File: src/rtl/instr_fetch_unit.sv
// -----------------------------------------------------------------------------
// instr_fetch_unit
//
// Fetch sequencer that owns the instruction SRAM. While idle it can load a
// program one word at a time; on start it fetches from address 0, waits out
// the SRAM's one-cycle registered read, splits the instruction into opcode and
// three 2-bit fields and holds it for the execute stage until accepted.
// Accepting a non-halt instruction follows either the sequential PC or a
// branch redirect; accepting the halt opcode pulses done and returns to idle.
//
// Ports
//   clk          rising-edge clock
//   rst          synchronous active-high reset
//   start        pulse: begin fetching at PC 0 (wins over load_valid)
//   load_valid   pulse: load_data is the next program word
//   load_data    program word to write at the load pointer
//   mem_wr       SRAM write enable
//   mem_a        SRAM address
//   mem_d        SRAM write data
//   mem_q        SRAM registered read data
//   stall        execute cannot accept the presented instruction
//   br_taken     redirect, sampled only on the accepting cycle
//   br_target    redirect address
//   instr_valid  opcode/field_*/pc_out hold a valid instruction
//   opcode       IR[12:6]
//   field_a      IR[5:4]
//   field_b      IR[3:2]
//   field_c      IR[1:0]
//   pc_out       address of the presented instruction
//   busy         sequencer is not idle
//   done         one-cycle pulse after the halt opcode is accepted
// -----------------------------------------------------------------------------
module instr_fetch_unit #(
    parameter int unsigned           ADDR_W  = 4,
    parameter int unsigned           INSTR_W = 13,
    parameter logic [INSTR_W-7:0]    HALT_OP = '1
) (
    input  logic                 clk,
    input  logic                 rst,
    input  logic                 start,
    input  logic                 load_valid,
    input  logic [INSTR_W-1:0]   load_data,
    output logic                 mem_wr,
    output logic [ADDR_W-1:0]    mem_a,
    output logic [INSTR_W-1:0]   mem_d,
    input  logic [INSTR_W-1:0]   mem_q,
    input  logic                 stall,
    input  logic                 br_taken,
    input  logic [ADDR_W-1:0]    br_target,
    output logic                 instr_valid,
    output logic [INSTR_W-7:0]   opcode,
    output logic [1:0]           field_a,
    output logic [1:0]           field_b,
    output logic [1:0]           field_c,
    output logic [ADDR_W-1:0]    pc_out,
    output logic                 busy,
    output logic                 done
);

    typedef enum logic [2:0] {
        StIdle,
        StLoad,
        StFetch,
        StWait,
        StIssue
    } state_e;

    state_e               state_q, state_d;
    logic [ADDR_W-1:0]    pc_q, pc_d;
    logic [ADDR_W-1:0]    lp_q, lp_d;
    logic                 mem_wr_q, mem_wr_d;
    logic [ADDR_W-1:0]    mem_a_q, mem_a_d;
    logic [INSTR_W-1:0]   mem_d_q, mem_d_d;
    logic [INSTR_W-1:0]   ir_q, ir_d;
    logic [ADDR_W-1:0]    pc_out_q, pc_out_d;
    logic                 valid_q, valid_d;
    logic                 busy_q, busy_d;
    logic                 done_q, done_d;
    logic [ADDR_W-1:0]    next_pc;

    always_comb begin
        state_d  = state_q;
        pc_d     = pc_q;
        lp_d     = lp_q;
        mem_wr_d = mem_wr_q;
        mem_a_d  = mem_a_q;
        mem_d_d  = mem_d_q;
        ir_d     = ir_q;
        pc_out_d = pc_out_q;
        valid_d  = valid_q;
        done_d   = 1'b0;
        next_pc  = br_taken ? br_target : pc_q + ADDR_W'(1);

        case (state_q)
            StIdle: begin
                if (start) begin
                    // A load word arriving together with start is dropped.
                    pc_d     = '0;
                    mem_a_d  = '0;
                    mem_wr_d = 1'b0;
                    state_d  = StFetch;
                end else if (load_valid) begin
                    mem_wr_d = 1'b1;
                    mem_a_d  = lp_q;
                    mem_d_d  = load_data;
                    lp_d     = lp_q + ADDR_W'(1);
                    state_d  = StLoad;
                end
            end
            StLoad: begin
                // The SRAM takes the write at the end of this cycle; any
                // load_valid seen here is ignored.
                mem_wr_d = 1'b0;
                state_d  = StIdle;
            end
            StFetch: begin
                // mem_a already equals pc, set on entry.
                state_d = StWait;
            end
            StWait: begin
                ir_d     = mem_q;
                pc_out_d = pc_q;
                valid_d  = 1'b1;
                state_d  = StIssue;
            end
            StIssue: begin
                if (!stall) begin
                    valid_d = 1'b0;
                    if (ir_q[INSTR_W-1:6] == HALT_OP) begin
                        done_d  = 1'b1;
                        state_d = StIdle;
                    end else begin
                        pc_d    = next_pc;
                        mem_a_d = next_pc;
                        state_d = StFetch;
                    end
                end
            end
            default: begin
                state_d = StIdle;
            end
        endcase

        // Registered so busy tracks the state register exactly.
        busy_d = (state_d != StIdle);
    end

    always_ff @(posedge clk) begin
        if (rst) begin
            state_q  <= StIdle;
            pc_q     <= '0;
            lp_q     <= '0;
            mem_wr_q <= 1'b0;
            mem_a_q  <= '0;
            mem_d_q  <= '0;
            ir_q     <= '0;
            pc_out_q <= '0;
            valid_q  <= 1'b0;
            busy_q   <= 1'b0;
            done_q   <= 1'b0;
        end else begin
            state_q  <= state_d;
            pc_q     <= pc_d;
            lp_q     <= lp_d;
            mem_wr_q <= mem_wr_d;
            mem_a_q  <= mem_a_d;
            mem_d_q  <= mem_d_d;
            ir_q     <= ir_d;
            pc_out_q <= pc_out_d;
            valid_q  <= valid_d;
            busy_q   <= busy_d;
            done_q   <= done_d;
        end
    end

    assign mem_wr      = mem_wr_q;
    assign mem_a       = mem_a_q;
    assign mem_d       = mem_d_q;
    assign instr_valid = valid_q;
    assign opcode      = ir_q[INSTR_W-1:6];
    assign field_a     = ir_q[5:4];
    assign field_b     = ir_q[3:2];
    assign field_c     = ir_q[1:0];
    assign pc_out      = pc_out_q;
    assign busy        = busy_q;
    assign done        = done_q;

endmodule
File: config.mk
export PLATFORM = sky130hd
export DESIGN_NAME = instr_fetch_unit
export DESIGN_NICKNAME = d
export VERILOG_FILES = /design/src/rtl/instr_fetch_unit.sv
export SDC_FILE = /design/constraint.sdc
export NUM_CORES = 1
export LEC_CHECK = 0
export BUFFER_PORTS_ARGS = -buffer_cell sky130_fd_sc_hd__buf_2
export CAP_MARGIN = 20
export CORE_MARGIN = 2
export CORE_UTILIZATION = 48
export CTS_BUF_LIST = sky130_fd_sc_hd__clkbuf_8 sky130_fd_sc_hd__clkbuf_16
export DETAILED_ROUTE_END_ITERATION = 8
export PLACE_DENSITY = 0.78
export SETUP_SLACK_MARGIN = 0.02
export SLEW_MARGIN = 10
export SYNTH_ARGS = -nofsm -noshare
export SYNTH_HDL_FRONTEND = slang
export SYNTH_SLANG_ARGS = --single-unit
File: constraint.sdc
create_clock -name clk -period 2.25 [get_ports clk]
set_clock_uncertainty 0.1 [all_clocks]
set_input_delay 0.45 -clock clk [delete_from_list [all_inputs] [get_ports clk]]
set_output_delay 0.45 -clock clk [all_outputs]
set_load 0.02 [all_outputs]
==> results summary <==
The top cell types in the final layout, fill and taps aside, are 73 x buf_2, 65 x nand2_1, 49 x dfxtp_1. The total nets after synthesis came out at 281. The routability-driven placement congestion ratio is 0.830. The flow ran to the end, and the final reports show no timing, DRC or antenna violations.

The number of buffers created by CTS is 5. The overall global routing resource usage came out at 0.204. The largest single stage delay on the critical path is 510 ps.

The tool flagged a number of max-cap violations equal to 0. The number of cells on the worst hold path is 3. During I/O placement, the number of pins put on the boundary was 74.

The final cycle utilization of the critical path came out at 0.859. The routed via count divided by cell count is 5.12. The post-synthesis average cell area came out at 8.08 µm². The number of hold buffers added after CTS was 0.

The number of nets in the layout came out at 351. The count of different cell masters after synthesis came out at 36. The worst hold path begins at mem_q[4]. The clock transition time at the flip-flop clock pins of the worst setup and hold paths is 90 ps.

The global-route congestion overflow total came out at 0. For this design the ratio of total power to cell area is 687 nW/µm². The insertion delay of the later-clocked pin in the worst-skew pair is 300 ps. The remaining antenna violation count came out at 0. The endpoint type of the worst setup path is a flip-flop. The number of cells on the worst reg-to-reg path came out at 4. Setup repair after global routing left no endpoint under its margin. The number of levels the H-tree was split into is 2. Data on the critical path arrives at its endpoint at 2050 ps. The highest fanout seen on the critical path came out at 10. The placed standard-cell area is 2380 µm². The buffers plus inverters on the worst setup path came out at 0.

TritonCTS built the clock tree. In the final layout, the share of cells above drive strength 1 is 0.281. The number of DRC markers after the initial detailed-route iteration came out at 115. The routed design could run at a clock period as short as 1930 ps. The worst vdd rail ir drop came out at 0.000414 V. The layout-stage area growth over the synthesis result came out at 25.3%. The count of input and output buffers came out at 73. The final total negative setup slack is 0 ps. The setup slack on the worst flop-to-flop path came out at 320 ps. The post-synthesis cell area is 1960 µm². The synthesized design spends more area on one cell type than any other, namely dfxtp_1. The summed area of non-filler cells in the final layout came out at 2460 µm². The cell sitting at the root of the clock tree is a clkbuf_8. The number of flip-flops and latches in the synthesized netlist came out at 49. The first detailed-routing pass ran for 4 iterations. The final count of pins violating max slew was 0. The number of sinks on the clock net came out at 49. The total die area came out at 4620 µm². After detailed routing, the average wire length per cell comes to 12.2 µm. The vertical extent of the die is 68.0 µm. On the critical path, the stage with the largest delay is an instance of or3b_1. The sequential fraction of the synthesis area is 0.499. The total via count after detailed routing came out at 1858. The setup path with the least slack is of type reg -> reg.

At the pin with the least slew margin, the transition time is 546 ps. The die extent in x is 68.0 µm. Walking the worst path, the cells encountered are or3b_1 > a211oi_4 > nor2_1 > a41oi_1. The required time reported for the critical path endpoint is 2370 ps. STA classifies the critical path startpoint as a flip-flop. The number of core rows is 23.

The antenna diode instance count is 0. Yosys printed 0 warnings. The initial antenna violation count came to 0.

The final routed DRC violation total is 0. The aggregate routed wire length is 4.44 mm. The effective utilization at floorplan came out at 0.495. In the post-synthesis netlist, the biggest area contributors are dfxtp_1 50%, nand2_1 12%, a21oi_1 11%. The core outline area is 3970 µm².

The via count of the first global-routing pass is 1629. The remaining max-slew budget at the tightest pin came out at 0.636. The first-pass GRT wire length came out at 7.16 mm. The number of instances in the synthesized netlist is 243. The capture instance of the worst register-to-register path is busy.

The post-CTS setup buffer count came out at 0. For this design the static power due to leakage is 1.08 nW. The library cell used most frequently in the layout, excluding fill and tap cells, is buf_2. The largest net degree at the start of global routing is 35.

The total of cells resized after clock tree synthesis is 0. The count of endpoints failing setup in the final report is 0. The maximum frequency from static timing analysis came out at 517 MHz. The number of hold violations in the final report came out at 0. The kind of cell adding the most delay to the critical path is simple AND/OR/NAND/NOR gates. The destination of the worst hold path is ir_q[4].

Counting along the longest clock path gives a buffer depth of 2. The startpoint identified for the worst register-to-register timing path is state_q[2]. The top cell type's share of synthesized area is 0.499. The half-perimeter wire length after placement is 3.20 mm. The worst hold path belongs to the class in -> reg.
[metal layers]
metal	routed length, µm	vias up	GRT usage
met3	247	6	0.0526
met5	0	-	0
met1	2010	840	0.261
met2	2100	50	0.322
li1	-	962	-
met4	73	0	0.0900
[synthesized netlist by cell type (all sizes together)]
cell type / instances
nor3b: 3
a22oi: 1
nor2: 12
a21oi: 44
inv: 3
nand2b: 4
xor2: 3
dfxtp: 49
a41oi: 2
ha: 2
o21ai: 5
xnor2: 1
and2: 1
nand4: 1
mux2i: 1
nor3: 6
a311oi: 1
buf: 2
and4: 1
and3: 4
a221oi: 1
a211o: 1
or2: 2
o211a: 1
nand3: 7
a211oi: 3
clkbuf: 12
nor4: 1
nor2b: 1
o31ai: 2
nand2: 65
or3b: 1
[worst reg2reg max path: stages, from the launching register on]
cell and delay [ps]:
dfxtp_1 490, or3b_1 510, a211oi_4 390, nor2_1 130, a41oi_1 230
[worst max-delay path by stage]
stage,start,endpoint,slack [ps],cells past startpoint
final,state_q[2],busy,320,4
after global placement,state_q[2],mem_a[0],440,4
after global routing,state_q[2],busy,220,4
after CTS,state_q[2],busy,330,4
after floorplan,state_q[2],mem_a[0],560,6
after detailed placement,state_q[2],busy,350,4
[flip-flops by register name, indices dropped and copies added (netlist names)]
signal,count
done,1
busy,1
ir_q,13
state_q,3
mem_a,4
pc_q,4
lp_q,4
mem_wr,1
instr_valid,1
mem_d,13
pc_out,4
[logic make-up after synthesis]
kind of cell / after synthesis / share of synthesized area
XOR/XNOR: 4 / 0.0178
buffers and inverters: 17 / 0.0357
AND/OR/NAND/NOR: 109 / 0.248
flip-flops: 49 / 0.499
AO/OA/AOI/OAI: 61 / 0.182
adder cells (fa/ha/maj): 2 / 0.0127
multiplexers: 1 / 0.00510
[cell type report]
class / count / area (µm²)
fillers: 365 / 1510
well taps: 50 / 62.6
inverters: 3 / 11.3
repair buffers: 77 / 408
flip-flops and latches: 49 / 981
clock inverters: 2 / 16.3
clock buffers: 5 / 68.8
multi-input cells: 177 / 913
[power breakdown]
group,internal (mW),switching (mW),leakage (nW)
clock,0.215,0.285,0.0402
combinational,0.0993,0.157,0.643
sequential,0.908,0.0283,0.398
total,1.22,0.470,1.08
[metrics by stage]
step	setup WS (ps)	instances	hold slack (ps)	power, mW	utilization
3_5_place_dp	352	356	343	1.21	0.598
6_report	317	363	273	1.69	0.620
3_3_place_gp	443	356	340	1.21	0.598
5_1_grt	215	363	271	1.77	0.620
4_1_cts	330	363	269	1.71	0.620
2_1_floorplan	565	243	353	1.11	-
(Power assumes the default switching activity.)
